[src/rtl/switch_pkg.sv]
// Shared types and default sizing for the switch input-FIFO schedulers.
package switch_pkg;

    localparam int NUM_PORTS_DEF = 4;
    localparam int W_WIDTH_DEF   = 8;

    typedef enum logic [1:0] {
        IDLE = 2'd0,
        READ = 2'd1,
        WAIT = 2'd2,
        OUT  = 2'd3
    } sched_state_t;

endpackage

[src/rtl/rr_arbiter.sv]
// Combinational round-robin arbiter: first requester after last_grant, with wrap.
module rr_arbiter
    import switch_pkg::*;
#(
    parameter int N     = NUM_PORTS_DEF,
    parameter int IDX_W = (N > 1) ? $clog2(N) : 1
) (
    input  logic [N-1:0]     req,
    input  logic [IDX_W-1:0] last_grant,
    output logic [N-1:0]     grant,
    output logic [IDX_W-1:0] grant_idx,
    output logic             any_req
);

    // cand_idx[k] is the port visited at scan position k (k=0 is last_grant+1)
    logic [IDX_W-1:0] cand_idx [N];

    generate
        for (genvar gi = 0; gi < N; gi++) begin : g_cand
            logic [IDX_W:0] sum;
            assign sum = {1'b0, last_grant} + (IDX_W+1)'(gi + 1);
            // sum < 2N, so a single conditional subtract performs the wrap
            assign cand_idx[gi] = (sum >= (IDX_W+1)'(N)) ? IDX_W'(sum - (IDX_W+1)'(N))
                                                         : sum[IDX_W-1:0];
        end
    endgenerate

    // Scan from the far end so the closest requester to last_grant+1 wins
    always_comb begin
        grant     = '0;
        grant_idx = '0;
        any_req   = 1'b0;
        for (int k = N - 1; k >= 0; k--) begin
            if (req[cand_idx[k]]) begin
                grant_idx = cand_idx[k];
                any_req   = 1'b1;
            end
        end
        if (any_req) begin
            grant[grant_idx] = 1'b1;
        end
    end

endmodule

[src/rtl/switch_rd_sched.sv]
// Round-robin packet drain from per-port input FIFOs onto one output channel.
// One word in flight at a time: READ pulse, RD_LATENCY wait, OUT handshake.
module switch_rd_sched
    import switch_pkg::*;
#(
    parameter int NUM_PORTS  = NUM_PORTS_DEF,
    parameter int W_WIDTH    = W_WIDTH_DEF,
    parameter int RD_LATENCY = 2
) (
    input  logic                           clk,
    input  logic                           rst,
    input  logic [NUM_PORTS-1:0]           fifo_empty,
    output logic [NUM_PORTS-1:0]           fifo_rd_en,
    input  logic [NUM_PORTS*W_WIDTH-1:0]   fifo_rd_data,
    output logic                           out_valid,
    input  logic                           out_ready,
    output logic [W_WIDTH-1:0]             out_data,
    output logic                           out_sop,
    output logic                           out_eop,
    output logic [$clog2(NUM_PORTS)-1:0]   out_port,
    output logic                           busy
);

    localparam int PW = $clog2(NUM_PORTS);
    localparam int LW = (RD_LATENCY > 1) ? $clog2(RD_LATENCY) : 1;

    sched_state_t         state_reg, state_next;
    logic [PW-1:0]        grant_reg, grant_next;
    logic [NUM_PORTS-1:0] grant_oh_reg, grant_oh_next;
    logic [PW-1:0]        last_grant_reg, last_grant_next;
    logic [W_WIDTH-1:0]   remaining_reg, remaining_next;
    logic                 hdr_flag_reg, hdr_flag_next;
    logic [LW-1:0]        lat_cnt_reg, lat_cnt_next;
    logic [W_WIDTH-1:0]   out_data_reg, out_data_next;
    logic                 out_sop_reg, out_sop_next;
    logic                 out_eop_reg, out_eop_next;

    logic [NUM_PORTS-1:0] arb_grant;
    logic [PW-1:0]        arb_idx;
    logic                 arb_any;

    logic [W_WIDTH-1:0]   port_data [NUM_PORTS];
    logic [W_WIDTH-1:0]   rd_word;

    generate
        for (genvar gi = 0; gi < NUM_PORTS; gi++) begin : g_split
            assign port_data[gi] = fifo_rd_data[gi*W_WIDTH +: W_WIDTH];
        end
    endgenerate

    assign rd_word = port_data[grant_reg];

    rr_arbiter #(
        .N     (NUM_PORTS),
        .IDX_W (PW)
    ) u_arb (
        .req        (~fifo_empty),
        .last_grant (last_grant_reg),
        .grant      (arb_grant),
        .grant_idx  (arb_idx),
        .any_req    (arb_any)
    );

    // State and datapath registers
    always_ff @(posedge clk) begin
        if (rst) begin
            state_reg      <= IDLE;
            grant_reg      <= '0;
            grant_oh_reg   <= '0;
            last_grant_reg <= PW'(NUM_PORTS - 1);
            remaining_reg  <= '0;
            hdr_flag_reg   <= 1'b0;
            lat_cnt_reg    <= '0;
            out_data_reg   <= '0;
            out_sop_reg    <= 1'b0;
            out_eop_reg    <= 1'b0;
        end else begin
            state_reg      <= state_next;
            grant_reg      <= grant_next;
            grant_oh_reg   <= grant_oh_next;
            last_grant_reg <= last_grant_next;
            remaining_reg  <= remaining_next;
            hdr_flag_reg   <= hdr_flag_next;
            lat_cnt_reg    <= lat_cnt_next;
            out_data_reg   <= out_data_next;
            out_sop_reg    <= out_sop_next;
            out_eop_reg    <= out_eop_next;
        end
    end

    // Next-state logic, grant capture and word capture at the end of WAIT
    always_comb begin
        state_next      = state_reg;
        grant_next      = grant_reg;
        grant_oh_next   = grant_oh_reg;
        last_grant_next = last_grant_reg;
        remaining_next  = remaining_reg;
        hdr_flag_next   = hdr_flag_reg;
        lat_cnt_next    = lat_cnt_reg;
        out_data_next   = out_data_reg;
        out_sop_next    = out_sop_reg;
        out_eop_next    = out_eop_reg;
        case (state_reg)
            IDLE: begin
                if (arb_any) begin
                    grant_next     = arb_idx;
                    grant_oh_next  = arb_grant;
                    remaining_next = '0;
                    hdr_flag_next  = 1'b1;
                    state_next     = READ;
                end
            end
            READ: begin
                // An empty granted FIFO is an underrun: wait here, no pulse
                if (!fifo_empty[grant_reg]) begin
                    lat_cnt_next = '0;
                    state_next   = WAIT;
                end
            end
            WAIT: begin
                if (lat_cnt_reg == LW'(RD_LATENCY - 1)) begin
                    out_data_next = rd_word;
                    if (hdr_flag_reg) begin
                        remaining_next = rd_word;
                        out_sop_next   = 1'b1;
                        out_eop_next   = (rd_word == '0);
                    end else begin
                        // eop fires as remaining reaches zero, so it never wraps
                        remaining_next = remaining_reg - 1'b1;
                        out_sop_next   = 1'b0;
                        out_eop_next   = (remaining_reg == W_WIDTH'(1));
                    end
                    state_next = OUT;
                end else begin
                    lat_cnt_next = lat_cnt_reg + 1'b1;
                end
            end
            OUT: begin
                if (out_ready) begin
                    hdr_flag_next = 1'b0;
                    if (out_eop_reg) begin
                        last_grant_next = grant_reg;
                        state_next      = IDLE;
                    end else begin
                        state_next = READ;
                    end
                end
            end
            default: state_next = IDLE;
        endcase
    end

    assign fifo_rd_en = (state_reg == READ) ? (grant_oh_reg & ~fifo_empty) : '0;
    assign out_valid  = (state_reg == OUT);
    assign out_data   = out_data_reg;
    assign out_sop    = out_sop_reg;
    assign out_eop    = out_eop_reg;
    assign out_port   = grant_reg;
    assign busy       = (state_reg != IDLE);

endmodule

[config.mk]
export PLATFORM = sky130hd
export DESIGN_NAME = switch_rd_sched
export DESIGN_NICKNAME = d
export VERILOG_FILES = /design/src/rtl/switch_pkg.sv /design/src/rtl/rr_arbiter.sv /design/src/rtl/switch_rd_sched.sv
export SDC_FILE = /design/constraint.sdc
export NUM_CORES = 1
export LEC_CHECK = 0
export CAP_MARGIN = 20
export CORE_MARGIN = 4
export CORE_UTILIZATION = 30
export DETAILED_ROUTE_END_ITERATION = 8
export GPL_TIMING_DRIVEN = 1
export PLACE_DENSITY = 0.56
export RECOVER_POWER = 25
export SYNTH_ARGS = -nofsm -noshare
export SYNTH_HDL_FRONTEND = slang
export SYNTH_SLANG_ARGS = --single-unit
[constraint.sdc]
create_clock -name clk -period 5 [get_ports clk]
set_input_delay 1 -clock clk [delete_from_list [all_inputs] [get_ports clk]]
set_output_delay 1 -clock clk [all_outputs]
set_load 0.01 [all_outputs]
==> impl_metrics.env, run 1 <==
export IMPL_routedLengthMet1_um=2290
export IMPL_final_util_pct=43.0
export IMPL_synth_ff_type="dfxtp_1"
export IMPL_critPathCaptureType="output pin"
export IMPL_fp_dieW_um=86.4
export IMPL_clockRootBuffer="clkbuf_8"
export IMPL_finalHoldViolations=0
export IMPL_post_drt_wl_per_cell_um=13.8
export IMPL_cp_required_ns=4.00
export IMPL_rows=28
export IMPL_timing_fmax_mhz=302
export IMPL_netlist_area_leader_share_pct=32.6
export IMPL_crit_type="in2out"
export IMPL_cts_hold_buffers_added=0
export IMPL_cts_max_level=2
export IMPL_clk_pin_slew_worst_paths_ns=0.06
export IMPL_ioPinCount=57
export IMPL_swShare_pct=35.8
export IMPL_p_comb_share_pct=41.1
export IMPL_synthesis_area_mm2=0.00184
export IMPL_synth_compound_area_share_pct=17.4
export IMPL_cp_endpoint="fifo_rd_en[1]"
export IMPL_hold_path_class="reg2reg"
export IMPL_rsz0062_at_grt="false"
export IMPL_worst_slew_pin_slew_ns=1.28
export IMPL_synth_most_common_cell="dfxtp_1"
export IMPL_synth_top_family_by_area="simple AND/OR/NAND/NOR gates"
export IMPL_nNetsFinal=313
export IMPL_drt_wl_total_um=4740
export IMPL_peakVddDrop_uv=153
export IMPL_route_detailed_drc=0
export IMPL_yosys_warnings=0
export IMPL_port_buffers=56
export IMPL_synth_edf_count=0
export IMPL_die_y_um=86.4
export IMPL_final_layout_size_suffix_gt1_share_pct=5.97
export IMPL_start_kind="input port"
export IMPL_grt_usage_pct=13.5
export IMPL_power_leakage_nw=0.984
export IMPL_async_flop_share_pct=0
export IMPL_postSynthCellCount=212
export IMPL_ys_ff_latch=30
export IMPL_final_seq_area_um2=601
export IMPL_ys_top_cells_by_count="dfxtp_1, nand2_1, a21oi_1"
export IMPL_wl_met3_um=405
export IMPL_dr_wl_met2_um=1980
export IMPL_layout_min_cycle_time_ns=3.31
export IMPL_slew_headroom_pct=14.9
export IMPL_dr_pass1_iters=5
export IMPL_grt_pass1_vias=1613
export IMPL_path_max_fanout=8
export IMPL_gp_congestion=0.771
export IMPL_drv_slew=0
export IMPL_vias_per_cell=5.10
export IMPL_synth_fa_ha_area_share_pct=4.75
export IMPL_grt_overflow=0
export IMPL_multiInputGateArea_mm2=0.00114
export IMPL_cts_setup_buffers=0
export IMPL_areaGrowthSynthToFinish_pct=38.8
export IMPL_diodes=0
export IMPL_crit_start="fifo_empty[1]"
export IMPL_insertion_delay_ns=0.29
export IMPL_cts_buffers=5
export IMPL_dieArea_mm2=0.00747
export IMPL_top_layer="met4"
export IMPL_dr_total_vias=1748
export IMPL_ctsLongestPathBuffers=2
export IMPL_num_fill_cells=626
export IMPL_powerDensity_mw_per_mm2=363
export IMPL_r2r_start="state_reg[0]"
export IMPL_coreArea_mm2=0.00596
export IMPL_drv_cap=0
export IMPL_synth_cell_types=46
export IMPL_synth_fp_nets=258
export IMPL_fin_skew_ns=0.00897
export IMPL_grt_max_degree=27
export IMPL_post_route_period_util_pct=66.2
export IMPL_antenna_left=0
export IMPL_cts_sinks=30
export IMPL_holdWs_ns=0.449
export IMPL_p_int_mw=0.597
export IMPL_seqPwrFrac_pct=33.0
export IMPL_seq_area_frac_synth_pct=32.6
export IMPL_synth_area_top_cells="dfxtp_1, mux4_1, a21oi_1"
export IMPL_tns_ns=0
export IMPL_synth_simple_area_share_pct=23.5
export IMPL_setup_viol=0
export IMPL_cts_tree="yes"
export IMPL_worst_r2r_cell_count=7
export IMPL_grt_pass1_wl_um=7960
export IMPL_cts_resized=0
export IMPL_avgSynthCellArea_um2=8.70
export IMPL_cp_arrival_ns=2.31
export IMPL_status="finished clean"
export IMPL_rrSetupSlack_ns=2.64
export IMPL_synthMuxAreaShare_pct=15.6
export IMPL_drtIter0Drc=72
export IMPL_antenna_found_initial=0
export IMPL_r2r_end="remaining_reg[4]"
export IMPL_dpl_hpwl_um=3640
export IMPL_clkPwrFrac_pct=25.9
export IMPL_synth_xor_area_share_pct=0.475
export IMPL_switchingPower_mw=0.333
export IMPL_yosys_area_top_type="dfxtp_1"
export IMPL_start_util_pct=31.0
[kinds of logic after synthesis]
group           Yosys count
flops                    30
mux                      14
compound gates           51
simple gates             86
buf+inv                  23
fa+ha+maj                 7
xor+xnor                  1
[metrics by stage]
step / std cells / power (mW) / worst slack [ns] / area (um^2)
2_1_floorplan: 212 / 0.580 / 2.76 / 1840
3_3_place_gp: 335 / 0.696 / 1.69 / 2450
3_5_place_dp: 335 / 0.696 / 1.67 / 2450
4_1_cts: 343 / 0.941 / 1.67 / 2560
5_1_grt: 343 / 1.00 / 1.49 / 2560
6_report: 343 / 0.929 / 1.69 / 2560
[power groups by stage]
stage / logic, mW / registers (mW) / clock network [mW]
5_1_grt: 0.429 / 0.315 / 0.257
4_1_cts: 0.386 / 0.308 / 0.248
3_5_place_dp: 0.383 / 0.313 / 0
2_1_floorplan: 0.296 / 0.285 / 0
6_report: 0.382 / 0.307 / 0.240
3_3_place_gp: 0.383 / 0.313 / 0
[cell type report]
cell class,instances,area share (%)
Clock buffer,5,2.69
Clock inverter,3,1.56
Inverter,14,2.05
Multi-Input combinational cell,159,44.5
Sequential cell,30,23.5
Tap cell,75,3.67
Timing Repair Buffer,57,22.0
[how the worst min path moves through the flow]
stage	from	endpoint	slack (ns)	cells after the start
finish	out_data[0]	out_data[0]	0.45	2
global route	out_data[7]	out_data[7]	0.48	2
CTS	out_data[0]	out_data[0]	0.46	2
detailed placement	out_data[0]	out_data[0]	0.45	2
global placement	grant_oh_reg[0]	grant_oh_reg[0]	0.44	2
floorplan	grant_oh_reg[0]	grant_oh_reg[0]	0.43	2
[placed cells by master (no fill, tap or decap), types with 2 or more instances in the layout]
master / n
inv_1: 14
nor4_1: 4
mux4_1: 8
clkdlybuf4s50_1: 54
nor3_1: 7
nand4_1: 2
and3b_1: 3
a21oi_1: 24
o32ai_1: 2
clkinv_2: 2
nor2b_1: 3
nand3_1: 3
nand2b_1: 2
nor2_1: 20
nand2_1: 29
mux2i_1: 4
ha_1: 7
o21ai_0: 8
a22oi_1: 5
or3_1: 3
dfxtp_1: 30
dlygate4sd3_1: 2
clkbuf_8: 5
[routing by layer]
| metal | global-route usage, % | vias to the layer above |
|---|---|---|
| li1 | - | 881 |
| met1 | 19.0 | 804 |
| met2 | 18.8 | 57 |
| met3 | 5.04 | 6 |
| met4 | 4.25 | 0 |
| met5 | 0 | - |
[worst max-delay path: stages]
cell	delay [ns]
clkdlybuf4s50_1	0.53
and3b_1	0.25
clkdlybuf4s50_1	0.52
(Power assumes the default switching activity.)
==> run 2: changes to the inputs <==
--- a/config.mk
+++ b/config.mk
@@ -10,7 +10,7 @@
 export CORE_UTILIZATION = 30
 export DETAILED_ROUTE_END_ITERATION = 8
 export GPL_TIMING_DRIVEN = 1
-export PLACE_DENSITY = 0.56
+export PLACE_DENSITY = 0.58
 export RECOVER_POWER = 25
 export SYNTH_ARGS = -nofsm -noshare
 export SYNTH_HDL_FRONTEND = slang
==> constraint.sdc (replaced) <==
create_clock -name clk -period 3 [get_ports clk]
set_input_delay 0.6 -clock clk [delete_from_list [all_inputs] [get_ports clk]]
set_output_delay 0.6 -clock clk [all_outputs]
set_load 0.01 [all_outputs]
==> run 2 against run 1 <==
  * Sequential power up 66%
  * Final cell count rose by 0.29%
  * Die area did not move
  * Register-to-register slack worse by 1.7 ns
  * Clock skew shrank 0.0015 ns
  * Cell area fell by 0.24%
  * Global-route usage is 0.23 points lower
  * First-iteration DRC count up 13%
  * Flip-flop and latch count unchanged
  * Wire length is 2.0% higher
  * Largest cell class unchanged
  * Largest power group unchanged
==> impl_metrics.env, run 2 (same netlist as run 1, synthesis figures left out) <==
export IMPL_clockRootBuffer="clkbuf_8"
export IMPL_final_util_pct=42.9
export IMPL_grt_pass1_vias=1702
export IMPL_ioPinCount=57
export IMPL_grt_pass1_wl_um=8030
export IMPL_power_leakage_nw=0.988
export IMPL_diodes=0
export IMPL_hold_path_class="reg2reg"
export IMPL_drv_cap=0
export IMPL_cp_arrival_ns=1.92
export IMPL_cts_sinks=30
export IMPL_insertion_delay_ns=0.28
export IMPL_route_detailed_drc=0
export IMPL_path_max_fanout=8
export IMPL_layout_min_cycle_time_ns=2.52
export IMPL_rrSetupSlack_ns=0.96
export IMPL_drt_wl_total_um=4840
export IMPL_post_drt_wl_per_cell_um=14.1
export IMPL_clk_pin_slew_worst_paths_ns=0.07
export IMPL_areaGrowthSynthToFinish_pct=38.5
export IMPL_start_util_pct=31.0
export IMPL_finalHoldViolations=0
export IMPL_antenna_found_initial=0
export IMPL_num_fill_cells=625
export IMPL_start_kind="input port"
export IMPL_cts_tree="yes"
export IMPL_post_route_period_util_pct=84.1
export IMPL_final_setup_worst_slack_ns=0.478
export IMPL_dp_worst_setup_slack_ns=0.478
export IMPL_p_comb_share_pct=43.8
export IMPL_final_cell_mix="clkdlybuf4s50_1, dfxtp_1, nand2_1"
export IMPL_cts_max_level=2
export IMPL_seqPwrFrac_pct=34.0
export IMPL_status="finished clean"
export IMPL_crit_type="in2out"
export IMPL_fin_skew_ns=0.00752
export IMPL_critPathCaptureType="output pin"
export IMPL_final_layout_size_suffix_gt1_share_pct=6.32
export IMPL_dr_total_vias=1719
export IMPL_port_buffers=56
export IMPL_cts_setup_buffers=0
export IMPL_cts_buffers=5
export IMPL_die_y_um=86.4
export IMPL_fin_cells=344
export IMPL_ctsLongestPathBuffers=2
export IMPL_switchingPower_mw=0.563
export IMPL_fp_dieW_um=86.4
export IMPL_coreArea_mm2=0.00596
export IMPL_dpl_hpwl_um=3700
export IMPL_vias_per_cell=5.00
export IMPL_cp_required_ns=2.40
export IMPL_rsz0062_at_grt="false"
export IMPL_dp_cells=336
export IMPL_cts_resized=0
export IMPL_powerDensity_mw_per_mm2=587
export IMPL_cts_hold_buffers_added=0
export IMPL_p_int_mw=0.937
export IMPL_dr_pass1_iters=4
export IMPL_tns_ns=0
export IMPL_worst_slew_pin_slew_ns=0.618
export IMPL_slew_headroom_pct=58.7
export IMPL_peakVddDrop_uv=264
export IMPL_grt_overflow=0
export IMPL_swShare_pct=37.5
export IMPL_rows=28
export IMPL_drv_slew=0
export IMPL_drtIter0Drc=81
export IMPL_nNetsFinal=314
export IMPL_antenna_left=0
export IMPL_grt_usage_pct=13.2
export IMPL_gp_congestion=0.784
export IMPL_clkPwrFrac_pct=22.2
export IMPL_timing_fmax_mhz=396
export IMPL_final_common_cell="clkdlybuf4s50_1"
export IMPL_setup_viol=0
export IMPL_grt_max_degree=26
export IMPL_dieArea_mm2=0.00747
==> run 2: changes by cell type in the layout (fill, tap and decap cells not counted) <==
cell	delta
and2_1	+1
buf_4	+2
and2_0	-1
dlygate4sd3_1	+1
clkdlybuf4s50_1	-1
clkinv_2	-1
bufinv_16	-1
clkbuf_8	+1
==> run 2: area by class of cell <==
cell class / instances / area, um^2 / share of cell area, %
Multi-Input combinational cell: 159 / 1140 / 44.6
Sequential cell: 30 / 601 / 23.5
Timing Repair Buffer: 58 / 576 / 22.5
Tap cell: 75 / 93.8 / 3.67
Clock buffer: 7 / 86.3 / 3.38
Inverter: 14 / 52.6 / 2.06
Clock inverter: 1 / 5.00 / 0.196
==> run 2: power groups by stage <==
stage,Combinational (mW),Clock (mW),Sequential (mW)
final,0.657,0.333,0.510
after global routing,0.731,0.360,0.521
after CTS,0.658,0.344,0.510
after detailed placement,0.653,0,0.519
after global placement,0.649,0,0.521
after floorplan,0.493,0,0.475
==> run 2: path summary, 6_finish.rpt <==
kind	cells past startpoint	to	start
worst max-delay path	3	fifo_rd_en[1]	fifo_empty[1]
worst min-delay path	2	out_data[7]	out_data[7]
worst max register to register	4	remaining_reg[7]	out_port[0]
worst min register to register	2	out_data[7]	out_data[7]
==> run 2: worst max-delay path, cell delays in order <==
cell	delay, ns
clkdlybuf4s50_1	0.53
and3b_1	0.26
clkdlybuf4s50_1	0.53
==> run 2: per-layer routing <==
metal  up-vias  wire length, um  global-route usage [%]
met3         4              328                    3.42
met1       770             2400                    19.0
li1        886                -                       -
met5         -                0                       0
met2        59             2070                    19.9
met4         0               40                    3.12
==> run 2: stage by stage <==
| step | hold slack, ns | power [mW] | instance area [um^2] |
|---|---|---|---|
| 2_1_floorplan | 0.428 | 0.967 | 1840 |
| 3_3_place_gp | 0.444 | 1.17 | 2460 |
| 3_5_place_dp | 0.450 | 1.17 | 2460 |
| 4_1_cts | 0.459 | 1.51 | 2550 |
| 5_1_grt | 0.470 | 1.61 | 2550 |
| 6_report | 0.455 | 1.50 | 2550 |
